File: config.mk
export PLATFORM = sky130hd
export DESIGN_NAME = frame_update_scheduler_flat
export DESIGN_NICKNAME = d
export VERILOG_FILES = /design/src/rtl/frame_update_scheduler_pkg.sv /design/src/rtl/frame_update_scheduler_if.sv /design/src/rtl/frame_update_scheduler_gravity_timer.sv /design/src/rtl/frame_update_scheduler.sv /design/src/flat_wrapper.sv
export SDC_FILE = /design/constraint.sdc
export NUM_CORES = 1
export LEC_CHECK = 0
export CAP_MARGIN = 20
export CORE_UTILIZATION = 52
export DETAILED_ROUTE_END_ITERATION = 12
export PLACE_DENSITY = 0.79
export RECOVER_POWER = 25
export SETUP_SLACK_MARGIN = 0.15
export SLEW_MARGIN = 10
export SYNTH_ARGS = -nofsm -noshare
export SYNTH_HDL_FRONTEND = slang
export SYNTH_SLANG_ARGS = --single-unit
File: constraint.sdc
create_clock -name iVGA_CLK -period 1.8 [get_ports iVGA_CLK]
set_input_delay 0.27 -clock iVGA_CLK [delete_from_list [all_inputs] [get_ports iVGA_CLK]]
set_output_delay 0.27 -clock iVGA_CLK [all_outputs]
set_load 0.005 [all_outputs]
File: src/rtl/frame_update_scheduler_pkg.sv
// frame_update_scheduler_pkg: shared key codes, FSM/command enums, playfield defaults and spawn helpers
package frame_update_scheduler_pkg;
    localparam int COLS_DEF = 10;
    localparam int ROWS_DEF = 20;
    localparam logic [7:0] KEY_LEFT  = 8'h6B;
    localparam logic [7:0] KEY_RIGHT = 8'h74;
    localparam logic [7:0] KEY_DOWN  = 8'h72;
    localparam logic [7:0] KEY_ROT   = 8'h75;
    localparam int SPAWN_Y   = 0;
    localparam int SPAWN_ROT = 0;
    typedef enum logic [2:0] {S_IDLE, S_ARB, S_QUERY, S_COMMIT, S_LOCK} state_t;
    typedef enum logic [2:0] {C_LEFT, C_RIGHT, C_DOWN, C_ROT, C_GRAV} cmd_t;
    function automatic int spawn_x(input int cols);
        return cols / 2 - 1;
    endfunction
    function automatic logic is_fall(input cmd_t c);
        return c == C_DOWN || c == C_GRAV;
    endfunction
endpackage

File: src/rtl/frame_update_scheduler_if.sv
// frame_update_scheduler_if: collision-query handshake between the scheduler and the playfield checker
// Signals: oQ_REQ request, oQ_X/oQ_Y/oQ_ROT candidate, iQ_ACK answer strobe, iQ_BLOCKED collision result
interface frame_update_scheduler_if;
    logic       oQ_REQ;
    logic [3:0] oQ_X;
    logic [4:0] oQ_Y;
    logic [1:0] oQ_ROT;
    logic       iQ_ACK;
    logic       iQ_BLOCKED;
    modport master (output oQ_REQ, oQ_X, oQ_Y, oQ_ROT, input iQ_ACK, iQ_BLOCKED);
    modport slave  (input oQ_REQ, oQ_X, oQ_Y, oQ_ROT, output iQ_ACK, iQ_BLOCKED);
endinterface

File: src/rtl/frame_update_scheduler_gravity_timer.sv
// gravity_timer: counts frame starts and pulses due_o every GRAV_FRAMES frames
// Ports: iVGA_CLK clock, iRST_n async active-low reset, frame_i frame strobe,
//   clear_i restart count (wins over frame_i), due_o one-cycle wrap pulse
module gravity_timer #(
    parameter int GRAV_FRAMES = 30
) (
    input  logic iVGA_CLK,
    input  logic iRST_n,
    input  logic frame_i,
    input  logic clear_i,
    output logic due_o
);
    localparam int W = $clog2(GRAV_FRAMES + 1);
    localparam logic [W-1:0] LAST = W'(GRAV_FRAMES - 1);
    logic [W-1:0] cnt_q, cnt_d;
    logic wrap;
    always_comb begin
        wrap  = cnt_q == LAST;
        cnt_d = clear_i ? '0 : !frame_i ? cnt_q : wrap ? '0 : cnt_q + 1'b1;
        due_o = frame_i & ~clear_i & wrap;
    end
    always_ff @(posedge iVGA_CLK or negedge iRST_n)
        if (!iRST_n) cnt_q <= '0;
        else         cnt_q <= cnt_d;
endmodule

File: src/rtl/frame_update_scheduler.sv
// frame_update_scheduler: once per frame, serves one key and one gravity step through collision queries
// Ports: iVGA_CLK/iRST_n clock and async active-low reset; iVS active-low vsync;
//   iKEY_VALID/iKEY_CODE key strobe and PS/2 make code; query collision-query master;
//   oPIECE_X/Y/ROT committed piece; oLOCK landed pulse; oBUSY scheduler not idle
module frame_update_scheduler
    import frame_update_scheduler_pkg::*;
#(
    parameter int GRAV_FRAMES = 30,
    parameter int COLS        = COLS_DEF,
    parameter int ROWS        = ROWS_DEF
) (
    input  logic       iVGA_CLK,
    input  logic       iRST_n,
    input  logic       iVS,
    input  logic       iKEY_VALID,
    input  logic [7:0] iKEY_CODE,
    frame_update_scheduler_if.master query,
    output logic [3:0] oPIECE_X,
    output logic [4:0] oPIECE_Y,
    output logic [1:0] oPIECE_ROT,
    output logic       oLOCK,
    output logic       oBUSY
);
    localparam logic [3:0] X_MAX   = 4'(COLS - 1);
    localparam logic [4:0] Y_MAX   = 5'(ROWS - 1);
    localparam logic [3:0] X_SPAWN = 4'(spawn_x(COLS));
    state_t state_q, state_d;
    cmd_t key_cmd_q, key_cmd_d, cmd_q, cmd_d, sel, key_new;
    logic vs_q, frame_start, key_hit, grav_tick, serve_key, serve_grav, serve, at_edge, ack_ok;
    logic key_v_q, key_v_d, grav_due_q, grav_due_d, frame_pend_q, frame_pend_d;
    logic key_done_q, key_done_d, grav_done_q, grav_done_d;
    logic [3:0] px_q, px_d, cx_q, cx_d;
    logic [4:0] py_q, py_d, cy_q, cy_d;
    logic [1:0] pr_q, pr_d, cr_q, cr_d;

    gravity_timer #(.GRAV_FRAMES(GRAV_FRAMES)) u_grav (
        .iVGA_CLK (iVGA_CLK),
        .iRST_n   (iRST_n),
        .frame_i  (frame_start),
        .clear_i  (state_q == S_LOCK),
        .due_o    (grav_tick)
    );

    // Key and gravity each get at most one service per pass; the done flags reset in IDLE.
    always_comb begin
        frame_start = vs_q & ~iVS;
        key_hit     = iKEY_VALID & (iKEY_CODE inside {KEY_LEFT, KEY_RIGHT, KEY_DOWN, KEY_ROT});
        key_new     = iKEY_CODE == KEY_LEFT ? C_LEFT : iKEY_CODE == KEY_RIGHT ? C_RIGHT :
                      iKEY_CODE == KEY_DOWN ? C_DOWN : C_ROT;
        serve_key   = (state_q == S_ARB) & key_v_q & ~key_done_q;
        serve_grav  = (state_q == S_ARB) & ~serve_key & grav_due_q & ~grav_done_q;
        serve       = serve_key | serve_grav;
        sel         = serve_key ? key_cmd_q : C_GRAV;
        at_edge     = (sel == C_LEFT && px_q == '0) || (sel == C_RIGHT && px_q == X_MAX) ||
                      (is_fall(sel) && py_q == Y_MAX);
        ack_ok      = (state_q == S_QUERY) & query.iQ_ACK & ~query.iQ_BLOCKED;
    end

    always_ff @(posedge iVGA_CLK or negedge iRST_n)
        if (!iRST_n) state_q <= S_IDLE;
        else         state_q <= state_d;

    always_comb begin
        state_d = state_q;
        case (state_q)
            S_IDLE:   state_d = (frame_start | frame_pend_q) ? S_ARB : S_IDLE;
            S_ARB:    state_d = !serve ? S_IDLE : !at_edge ? S_QUERY : is_fall(sel) ? S_LOCK : S_ARB;
            S_QUERY:  state_d = !query.iQ_ACK ? S_QUERY : !query.iQ_BLOCKED ? S_COMMIT :
                                is_fall(cmd_q) ? S_LOCK : S_ARB;
            S_COMMIT: state_d = S_ARB;
            S_LOCK:   state_d = S_IDLE;
            default:  state_d = S_IDLE;
        endcase
    end

    // A fresh key wins over consumption/discard so a same-cycle arrival stays pending.
    always_comb begin
        frame_pend_d = (state_q != S_IDLE) & (frame_pend_q | frame_start);
        key_done_d   = (state_q != S_IDLE) & (key_done_q | serve_key);
        grav_done_d  = (state_q != S_IDLE) & (grav_done_q | serve_grav);
        key_v_d      = key_hit | (key_v_q & ~serve_key & (state_q != S_LOCK));
        key_cmd_d    = key_hit ? key_new : key_cmd_q;
        grav_due_d   = grav_tick | (grav_due_q & ~serve_grav & (state_q != S_LOCK));
        cmd_d        = serve ? sel : cmd_q;
        cx_d         = !serve ? cx_q : sel == C_LEFT ? px_q - 4'd1 : sel == C_RIGHT ? px_q + 4'd1 : px_q;
        cy_d         = !serve ? cy_q : is_fall(sel) ? py_q + 5'd1 : py_q;
        cr_d         = !serve ? cr_q : sel == C_ROT ? pr_q + 2'd1 : pr_q;
        px_d         = state_q == S_LOCK ? X_SPAWN : ack_ok ? cx_q : px_q;
        py_d         = state_q == S_LOCK ? 5'(SPAWN_Y) : ack_ok ? cy_q : py_q;
        pr_d         = state_q == S_LOCK ? 2'(SPAWN_ROT) : ack_ok ? cr_q : pr_q;
    end

    always_ff @(posedge iVGA_CLK or negedge iRST_n)
        if (!iRST_n) begin
            vs_q         <= 1'b1;
            frame_pend_q <= 1'b0;
            key_done_q   <= 1'b0;
            grav_done_q  <= 1'b0;
            key_v_q      <= 1'b0;
            key_cmd_q    <= C_LEFT;
            grav_due_q   <= 1'b0;
            cmd_q        <= C_LEFT;
            cx_q         <= '0;
            cy_q         <= '0;
            cr_q         <= '0;
            px_q         <= X_SPAWN;
            py_q         <= 5'(SPAWN_Y);
            pr_q         <= 2'(SPAWN_ROT);
        end else begin
            vs_q         <= iVS;
            frame_pend_q <= frame_pend_d;
            key_done_q   <= key_done_d;
            grav_done_q  <= grav_done_d;
            key_v_q      <= key_v_d;
            key_cmd_q    <= key_cmd_d;
            grav_due_q   <= grav_due_d;
            cmd_q        <= cmd_d;
            cx_q         <= cx_d;
            cy_q         <= cy_d;
            cr_q         <= cr_d;
            px_q         <= px_d;
            py_q         <= py_d;
            pr_q         <= pr_d;
        end

    always_comb begin
        query.oQ_REQ = state_q == S_QUERY;
        query.oQ_X   = state_q == S_QUERY ? cx_q : '0;
        query.oQ_Y   = state_q == S_QUERY ? cy_q : '0;
        query.oQ_ROT = state_q == S_QUERY ? cr_q : '0;
        oLOCK        = state_q == S_LOCK;
        oBUSY        = state_q != S_IDLE;
        oPIECE_X     = px_q;
        oPIECE_Y     = py_q;
        oPIECE_ROT   = pr_q;
    end
endmodule

File: src/flat_wrapper.sv
// flat-port wrapper written by rule: the top's interface ports become plain ports
module frame_update_scheduler_flat import frame_update_scheduler_pkg::*;
#(
    parameter int GRAV_FRAMES = 30,
    parameter int COLS        = COLS_DEF,
    parameter int ROWS        = ROWS_DEF
)
  (iVGA_CLK, iRST_n, iVS, iKEY_VALID, iKEY_CODE, oPIECE_X, oPIECE_Y, oPIECE_ROT, oLOCK, oBUSY, query_oQ_REQ, query_oQ_X, query_oQ_Y, query_oQ_ROT, query_iQ_ACK, query_iQ_BLOCKED);
  frame_update_scheduler_if query_i ();
  input  logic iVGA_CLK;
  input  logic iRST_n;
  input  logic iVS;
  input  logic iKEY_VALID;
  input  logic [7:0] iKEY_CODE;
  output logic [3:0] oPIECE_X;
  output logic [4:0] oPIECE_Y;
  output logic [1:0] oPIECE_ROT;
  output logic oLOCK;
  output logic oBUSY;
  output wire logic [$bits(query_i.oQ_REQ)-1:0] query_oQ_REQ;
  output wire logic [$bits(query_i.oQ_X)-1:0] query_oQ_X;
  output wire logic [$bits(query_i.oQ_Y)-1:0] query_oQ_Y;
  output wire logic [$bits(query_i.oQ_ROT)-1:0] query_oQ_ROT;
  input wire logic [$bits(query_i.iQ_ACK)-1:0] query_iQ_ACK;
  input wire logic [$bits(query_i.iQ_BLOCKED)-1:0] query_iQ_BLOCKED;
  assign query_oQ_REQ = query_i.oQ_REQ;
  assign query_oQ_X = query_i.oQ_X;
  assign query_oQ_Y = query_i.oQ_Y;
  assign query_oQ_ROT = query_i.oQ_ROT;
  assign query_i.iQ_ACK = query_iQ_ACK;
  assign query_i.iQ_BLOCKED = query_iQ_BLOCKED;
  frame_update_scheduler #(.GRAV_FRAMES(GRAV_FRAMES), .COLS(COLS), .ROWS(ROWS)) u_core (.iVGA_CLK(iVGA_CLK), .iRST_n(iRST_n), .iVS(iVS), .iKEY_VALID(iKEY_VALID), .iKEY_CODE(iKEY_CODE), .query(query_i), .oPIECE_X(oPIECE_X), .oPIECE_Y(oPIECE_Y), .oPIECE_ROT(oPIECE_ROT), .oLOCK(oLOCK), .oBUSY(oBUSY));
endmodule
==> run metrics <==
Hold Vio Cnt, Final=0; htree depth=2; Worst Skew=1.91 ps; syn_nets=259; post-synth cell types=49; Synth Register Bits=41; I/O Buffers=38; worst-case clock buffer depth=2; DR vias=2099; Seq/Total Area, Yosys=46.1%; Synth area leaders=dfrtp_1 (44%), nand2_1 (6.4%), o21ai_0 (4.0%); CP peak stage delay=410 ps; GRT Total Usage=26.1%; status=complete, but fails checks; Data arrival, critical path=approximately 1500 ps; Max-cap violations=0; commonest cells in the synthesized netlist=dfrtp_1 (39), nand2_1 (38), o21ai_0 (18); Core Footprint=0.00406 mm²; worst r2r dst=u_core.state_q[2]; pwr/cell area=1440 mW/mm²; area grow syn2layout=44.5%; Switching Fraction=37.0%; hold path depth=1; Total Wirelength=6050 µm; Synth Instances=238; share of cells above drive strength 1=29.8%; # rows=23; DRT iter0 DRCs=171; crit end category=primary output; Int Pwr=~2.9 mW; Synth Flop Type=dfrtp_1; Tcrit/Tclk final=101%; number of synthesized flops with an enable pin=0; grt ovf=0; HP Class=flip-flop to flip-flop; critical path, cell by cell=nor3b_4, buf_6, buf_12, buf_6, and2_4, buf_6; Clk Latency, worst-skew pair=300 ps; TritonCTS buffer count=5; clock slew at reported path FFs=80 ps; die span in x=about 68 µm; Slew Viols, Final=0; R2R Path Start=u_core.state_q[1]; r2r setup slk=-10 ps; hold path startpoint=u_core.cmd_q[2]; Max VDD drop=0.699 mV; Yosys warnings=0; Combinational Power Share=45.5%; WL per Instance=16.8 µm; placed insts=330; Post-synth ARST share=100%; top-count cell post-synth=dfrtp_1; clk root buf=clkbuf_8; # diodes=0; Tightest Pin Transition=about 1200 ps; CP most frequent cell=buf_6; fin nets=329; sw power=1.71 mW; Leakage=between 1 and 1.5 nW; maximum number of pins on one net before global-route repair=23; WS Path Type=flip-flop to primary output; I/O pins=39; Total Negative Setup Slacks=-16.9 ps; Final min period=1810 ps; Final ANT Viol Nets=0; die area=0.00456 mm²; vias in the first global route=1901; CTS tree=yes; final setup margin=-11.3 ps; count of final setup violators=2; area leader, netlist=dfrtp_1; hold endpoint=u_core.cmd_q[2]; share of the synthesized area in the top cell type=43.7%; DR pass1 iterations=4; vias per std cell=5.85; gp weighted congestion=0.781; Clock power frac=16.9%; # clock sinks=41; area of the mapped netlist=0.00223 mm²; Max Freq=552 MHz; first-pass GRT wire length=a little under 9000 µm; Flop pwr share=37.6%; Post-Syn Area per Cell=9.38 µm²; RSZ-0062 raised after global routing=true; die height=67.5 µm; failing checks=negative setup slack; relative slew slack=22.4%; FF-to-FF path depth=7; Final Power=about 4.6 mW; initial core utilization=55.0%; Final HPWL DP=3540 µm; drt drc=0; WP data required=~1500 ps; Max stage delay cell, worst path=dfrtp_1; Non-Filler Instances=359; critical path fanouts, max=7; CP startpoint kind=flip-flop; initial antenna violation count=0
cell type report:
cell class	count	area (µm²)
clock buffer	7	86.3
clock inverter	1	30.0
fill	246	832
inverter	7	26.3
multi-input combinational	183	1300
sequential	41	1030
tap	50	62.6
timing repair buffer	70	688
per-stage QoR:
step	hold slack, ps	util, %	instance area (µm²)	setup WS (ps)
2_1_floorplan	-25.6	-	2230	329
3_5_place_dp	250	67.7	2750	33.6
6_report	506	79.5	3230	-11.3
3_3_place_gp	247	67.7	2750	70.9
4_1_cts	414	74.3	3010	36.6
5_1_grt	526	79.5	3230	-81.1
routing by layer:
layer | vias to the layer above | global-route usage (%) | part of all wire [%]
met1 | 999 | 32.4 | 41
met2 | 92 | 43.8 | 50
li1 | 989 | - | -
met3 | 19 | 5.41 | 5.7
met5 | - | 0 | 0
met4 | 0 | 10.4 | 2.8
placed cells by master (no fill, tap or decap), types with 3 or more instances in the layout:
cell | netlist | routed
xor2_1 | 5 | 5
dfrtp_1 | 39 | 37
nand2b_1 | 4 | 4
nor3_1 | 4 | 3
nor2_1 | 13 | 11
xnor2_1 | 5 | 4
a21oi_1 | 9 | 9
o21ai_0 | 18 | 13
buf_4 | 0 | 17
and2_4 | 0 | 9
buf_2 | 6 | 4
nand3b_1 | 5 | 5
o21ai_1 | 6 | 10
inv_1 | 6 | 5
clkbuf_8 | 0 | 6
nand3_1 | 7 | 5
nand2_1 | 38 | 36
buf_6 | 1 | 19
clkdlybuf4s50_1 | 0 | 22
ha_1 | 7 | 7
power by group through the flow:
stage / combinational [mW] / clock, mW / sequential [mW]
2_1_floorplan: 0.930 / 0 / 1.64
3_3_place_gp: 1.54 / 0 / 1.71
3_5_place_dp: 1.61 / 0 / 1.73
4_1_cts: 1.82 / 0.783 / 1.70
5_1_grt: 2.31 / 0.823 / 1.79
6_report: 2.11 / 0.783 / 1.74
how the worst max path moves through the flow:
stage                            from              endpoint  slack [ps]  cells past startpoint
finish              u_core.state_q[2]         query_oQ_X[0]         -10                      6
global route        u_core.state_q[1]     u_core.state_q[2]         -80                      7
CTS                 u_core.state_q[1]         query_oQ_X[0]          40                      6
detailed placement  u_core.state_q[0]    u_core.oPIECE_Y[1]          30                      4
global placement         query_iQ_ACK  u_core.oPIECE_ROT[1]          70                      3
floorplan           u_core.state_q[2]     u_core.state_q[1]         330                      5
repair_timing:
action	4_1_cts	5_1_grt
hold buffers	1	0
endpoints found under the hold margin	19	0
gates resized for setup	77	38
cloned	1	4
setup endpoints to repair	29	37
pin swaps	9	8
buffers inserted	10	5
logic make-up (layout without fill, tap and decap cells):
group / after synthesis / in the layout / share of synthesized area (%)
compound gates: 61 / 61 / 17.5
xor+xnor: 10 / 10 / 3.92
fa+ha+maj: 7 / 7 / 3.92
buf+inv: 17 / 85 / 3.59
flops: 41 / 41 / 46.1
mux: 3 / 3 / 1.40
simple gates: 99 / 102 / 23.6
flip-flops by register name, indices dropped and copies added, names as in the netlist:
register,count
u_core.grav_done_q,1
u_core.frame_pend_q,1
u_core.vs_q,1
u_core.oPIECE_X,4
u_core.cmd_q,3
u_core.key_v_q,1
u_core.key_done_q,1
u_core.u_grav.cnt_q,5
u_core.cr_q,2
u_core.cy_q,5
u_core.state_q,3
u_core.key_cmd_q,2
u_core.grav_due_q,1
u_core.cx_q,4
u_core.oPIECE_ROT,2
u_core.oPIECE_Y,5
critical path, delay by kind of cell, from the launching register on:
kind,cells,cell delay (ps)
buf+inv,4,410
simple gates,2,410
flops,1,410
(Power assumes the default switching activity.)
==> variant (same settings) <==
`GRAV_FRAMES` is set to 30 in 3 places; all go to 60.
--- a/src/rtl/frame_update_scheduler_gravity_timer.sv
+++ b/src/rtl/frame_update_scheduler_gravity_timer.sv
@@ -2,7 +2,7 @@
 // Ports: iVGA_CLK clock, iRST_n async active-low reset, frame_i frame strobe,
 //   clear_i restart count (wins over frame_i), due_o one-cycle wrap pulse
 module gravity_timer #(
-    parameter int GRAV_FRAMES = 30
+    parameter int GRAV_FRAMES = 60
 ) (
     input  logic iVGA_CLK,
     input  logic iRST_n,
--- a/src/rtl/frame_update_scheduler.sv
+++ b/src/rtl/frame_update_scheduler.sv
@@ -5,7 +5,7 @@
 module frame_update_scheduler
     import frame_update_scheduler_pkg::*;
 #(
-    parameter int GRAV_FRAMES = 30,
+    parameter int GRAV_FRAMES = 60,
     parameter int COLS        = COLS_DEF,
     parameter int ROWS        = ROWS_DEF
 ) (
--- a/src/flat_wrapper.sv
+++ b/src/flat_wrapper.sv
@@ -1,7 +1,7 @@
 // flat-port wrapper written by rule: the top's interface ports become plain ports
 module frame_update_scheduler_flat import frame_update_scheduler_pkg::*;
 #(
-    parameter int GRAV_FRAMES = 30,
+    parameter int GRAV_FRAMES = 60,
     parameter int COLS        = COLS_DEF,
     parameter int ROWS        = ROWS_DEF
 )
Function: no difference found for any inputs over 10 cycles, from zero or initial values and one cycle with iRST_n low; that may be too few to reach the edited logic, so the function may still have changed.
==> variant against the unedited design <==
  * The flow still finishes with violations (negative setup slack)
  * Via count increased by 4.0%
  * Largest cell class unchanged
  * Highest routed layer unchanged
  * Worst setup slack got worse by 15 ps
  * Largest power group unchanged
  * Area after synthesis up 2.6%
  * Clock power is 18% higher
  * Critical path depth grew 2
  * Sequential cell count up 1
  * Sequential share of layout area shrank 0.44 points
  * Worst hold slack got worse by 280 ps
  * Cell area increased by 3.7%
  * Routed wire length grew 7.4%
  * Power up 6.4%
==> variant: results (changes against the unedited design) <==
\begin{tabular}{lr}
\hline
Metric & Value \\
\hline
\multicolumn{2}{l}{\textbf{Status}} \\
Status & finished with violations \\
Violated checks & negative setup slack \\
\multicolumn{2}{l}{\textbf{Clock network}} \\
H-tree Lvls & 2 (unchanged) \\
Clock root buffer master & sky130\_fd\_sc\_hd\_\_clkbuf\_8 \\
\multicolumn{2}{l}{\textbf{Critical path}} \\
Launch point of the worst reg-to-reg path & u\_core.state\_q[0]\$\_DFF\_PN0\_ \\
Worst endpoint data arrival time & 2040 ps (+500 ps) \\
Maximum fanout count along the critical path & 5 (-2) \\
\multicolumn{2}{l}{\textbf{Pwr}} \\
Peak supply drop & 0.00102 V (+46\%) \\
\multicolumn{2}{l}{\textbf{Synth}} \\
Synth cell types & 50 (+2.0\%) \\
Synth area leaders & sky130\_fd\_sc\_hd\_\_dfrtp\_1 44\%, sky130\_fd\_sc\_hd\_\_nand2\_1 5.6\%, sky130\_fd\_sc\_hd\_\_and2\_1 3.5\% \\
Register area share after synthesis & 0.460 (-0.000904) \\
Most frequent cells after synthesis & 40 x sky130\_fd\_sc\_hd\_\_dfrtp\_1, 34 x sky130\_fd\_sc\_hd\_\_nand2\_1, 20 x sky130\_fd\_sc\_hd\_\_nor2\_1 \\
\multicolumn{2}{l}{\textbf{STA}} \\
Accumulated negative setup slack & -81.1 ps (-64.3 ps) \\
Final worst slack & -26.7 ps (-15.5 ps) \\
Minimum hold slack & 229 ps (-277 ps) \\
Worst clock skew & 10.6 ps (+8.73 ps) \\
Setup-violating endpoint count in the final report & 5 (+3) \\
Measured slew at the worst slew-check pin & 1050 ps (-112 ps) \\
\multicolumn{2}{l}{\textbf{Placed design}} \\
RePlAce Congestion & 0.863 (+10\%) \\
HPWL after detailed placement & 3690 microns (+4.5\%) \\
\multicolumn{2}{l}{\textbf{Cells and area}} \\
Layout net count & 336 (+2.1\%) \\
Number of non-filler instances in the completed layout & 367 (+2.2\%) \\
Share of final-layout standard cells stronger than drive strength 1 & 0.344 (+0.0461) \\
\multicolumn{2}{l}{\textbf{Global route}} \\
Wire length of the first global-routing pass & 9420 microns (+8.7\%) \\
Overall fraction of global-route tracks in use & 0.279 (+0.0184) \\
\multicolumn{2}{l}{\textbf{Detailed routing}} \\
Ratio of routed vias to standard cells & 5.95 (+1.8\%) \\
Iteration-0 DRC count of the detailed router & 274 (+60\%) \\
Per-cell routed wire length & 17.7 microns (+5.1\%) \\
\multicolumn{2}{l}{\textbf{Min path}} \\
Hold WC Path Type & input port to async pin \\
\hline
\end{tabular}
variant: cell types whose count changed after synthesis, moves of 3 or more:
cell                      change
sky130_fd_sc_hd__a21oi_1      +6
sky130_fd_sc_hd__a41oi_1      -3
sky130_fd_sc_hd__nand2_1      -4
sky130_fd_sc_hd__nor2_1       +7
sky130_fd_sc_hd__o21ai_0      -3
sky130_fd_sc_hd__o21ai_1      -6
variant: power breakdown:
| group | switching (mW) | internal (mW) |
|---|---|---|
| clock | 0.334 | 0.592 |
| sequential | 0.459 | 1.34 |
| combinational | 1.01 | 1.19 |
| total | 1.81 | 3.12 |
variant: logic make-up (layout without fill, tap and decap cells):
logic type      count (synthesis)  after routing  synth area share
compound gates                 57             57             0.169
xor+xnor                       10             10            0.0382
fa+ha+maj                       6              6            0.0328
buf+inv                        16             91            0.0382
flops                          42             42             0.460
mux                             3              3            0.0137
simple gates                  108            108             0.248
variant: final cells by class:
cell class | instances | area, sq um
tap | 50 | 62.6
clock inverter | 2 | 60.1
clock buffer | 6 | 82.6
timing repair buffer | 77 | 778
sequential | 42 | 1050
multi-input combinational | 184 | 1280
fill | 238 | 769
inverter | 6 | 22.5
variant: critical path: stages, from the launching register on:
cell,delay (ps)
sky130_fd_sc_hd__dfrtp_1,430
sky130_fd_sc_hd__nor3b_4,260
sky130_fd_sc_hd__buf_6,150
sky130_fd_sc_hd__buf_6,100
sky130_fd_sc_hd__buf_6,90
sky130_fd_sc_hd__and3b_2,330
sky130_fd_sc_hd__clkbuf_16,200
sky130_fd_sc_hd__nand2_2,60
sky130_fd_sc_hd__o21ai_1,110
variant: worst paths after layout:
check / end / cells after the start
max reg2reg: u_core.oPIECE_Y[0]$_DFFE_PN0P_ / 8
min reg2reg: u_core.cmd_q[0]$_DFFE_PN0N_ / 2
min: u_core.cy_q[3]$_DFFE_PN0N_ / 2
min in group iVGA_CLK: u_core.vs_q$_DFF_PN1_ / 1
max: u_core.oPIECE_Y[0]$_DFFE_PN0P_ / 8
max in group asynchronous: u_core.oPIECE_X[0]$_DFFE_PN0P_ / 2
variant: through the flow:
step	power [mW]	area, sq um	setup WS (ps)
floorplan	2.72	2290	92.7
global placement	3.50	2850	87.5
detailed placement	3.57	2850	3.38
CTS	4.69	3180	-7.86
global route	5.22	3350	-116
finish	4.92	3350	-26.7
variant: layer usage:
layer / part of all wire / GRT usage
met2: 0.49 / 0.447
met3: 0.060 / 0.0450
met5: 0 / 0
met1: 0.42 / 0.375
met4: 0.032 / 0.109
variant: repair_timing:
action / in CTS / in global routing
setup endpoints to repair: 25 / 42
hold buffers: 0 / 0
gates resized for setup: 84 / 43
pin swaps: 5 / 6
setup buffers: 12 / 1
cloned: 0 / 3
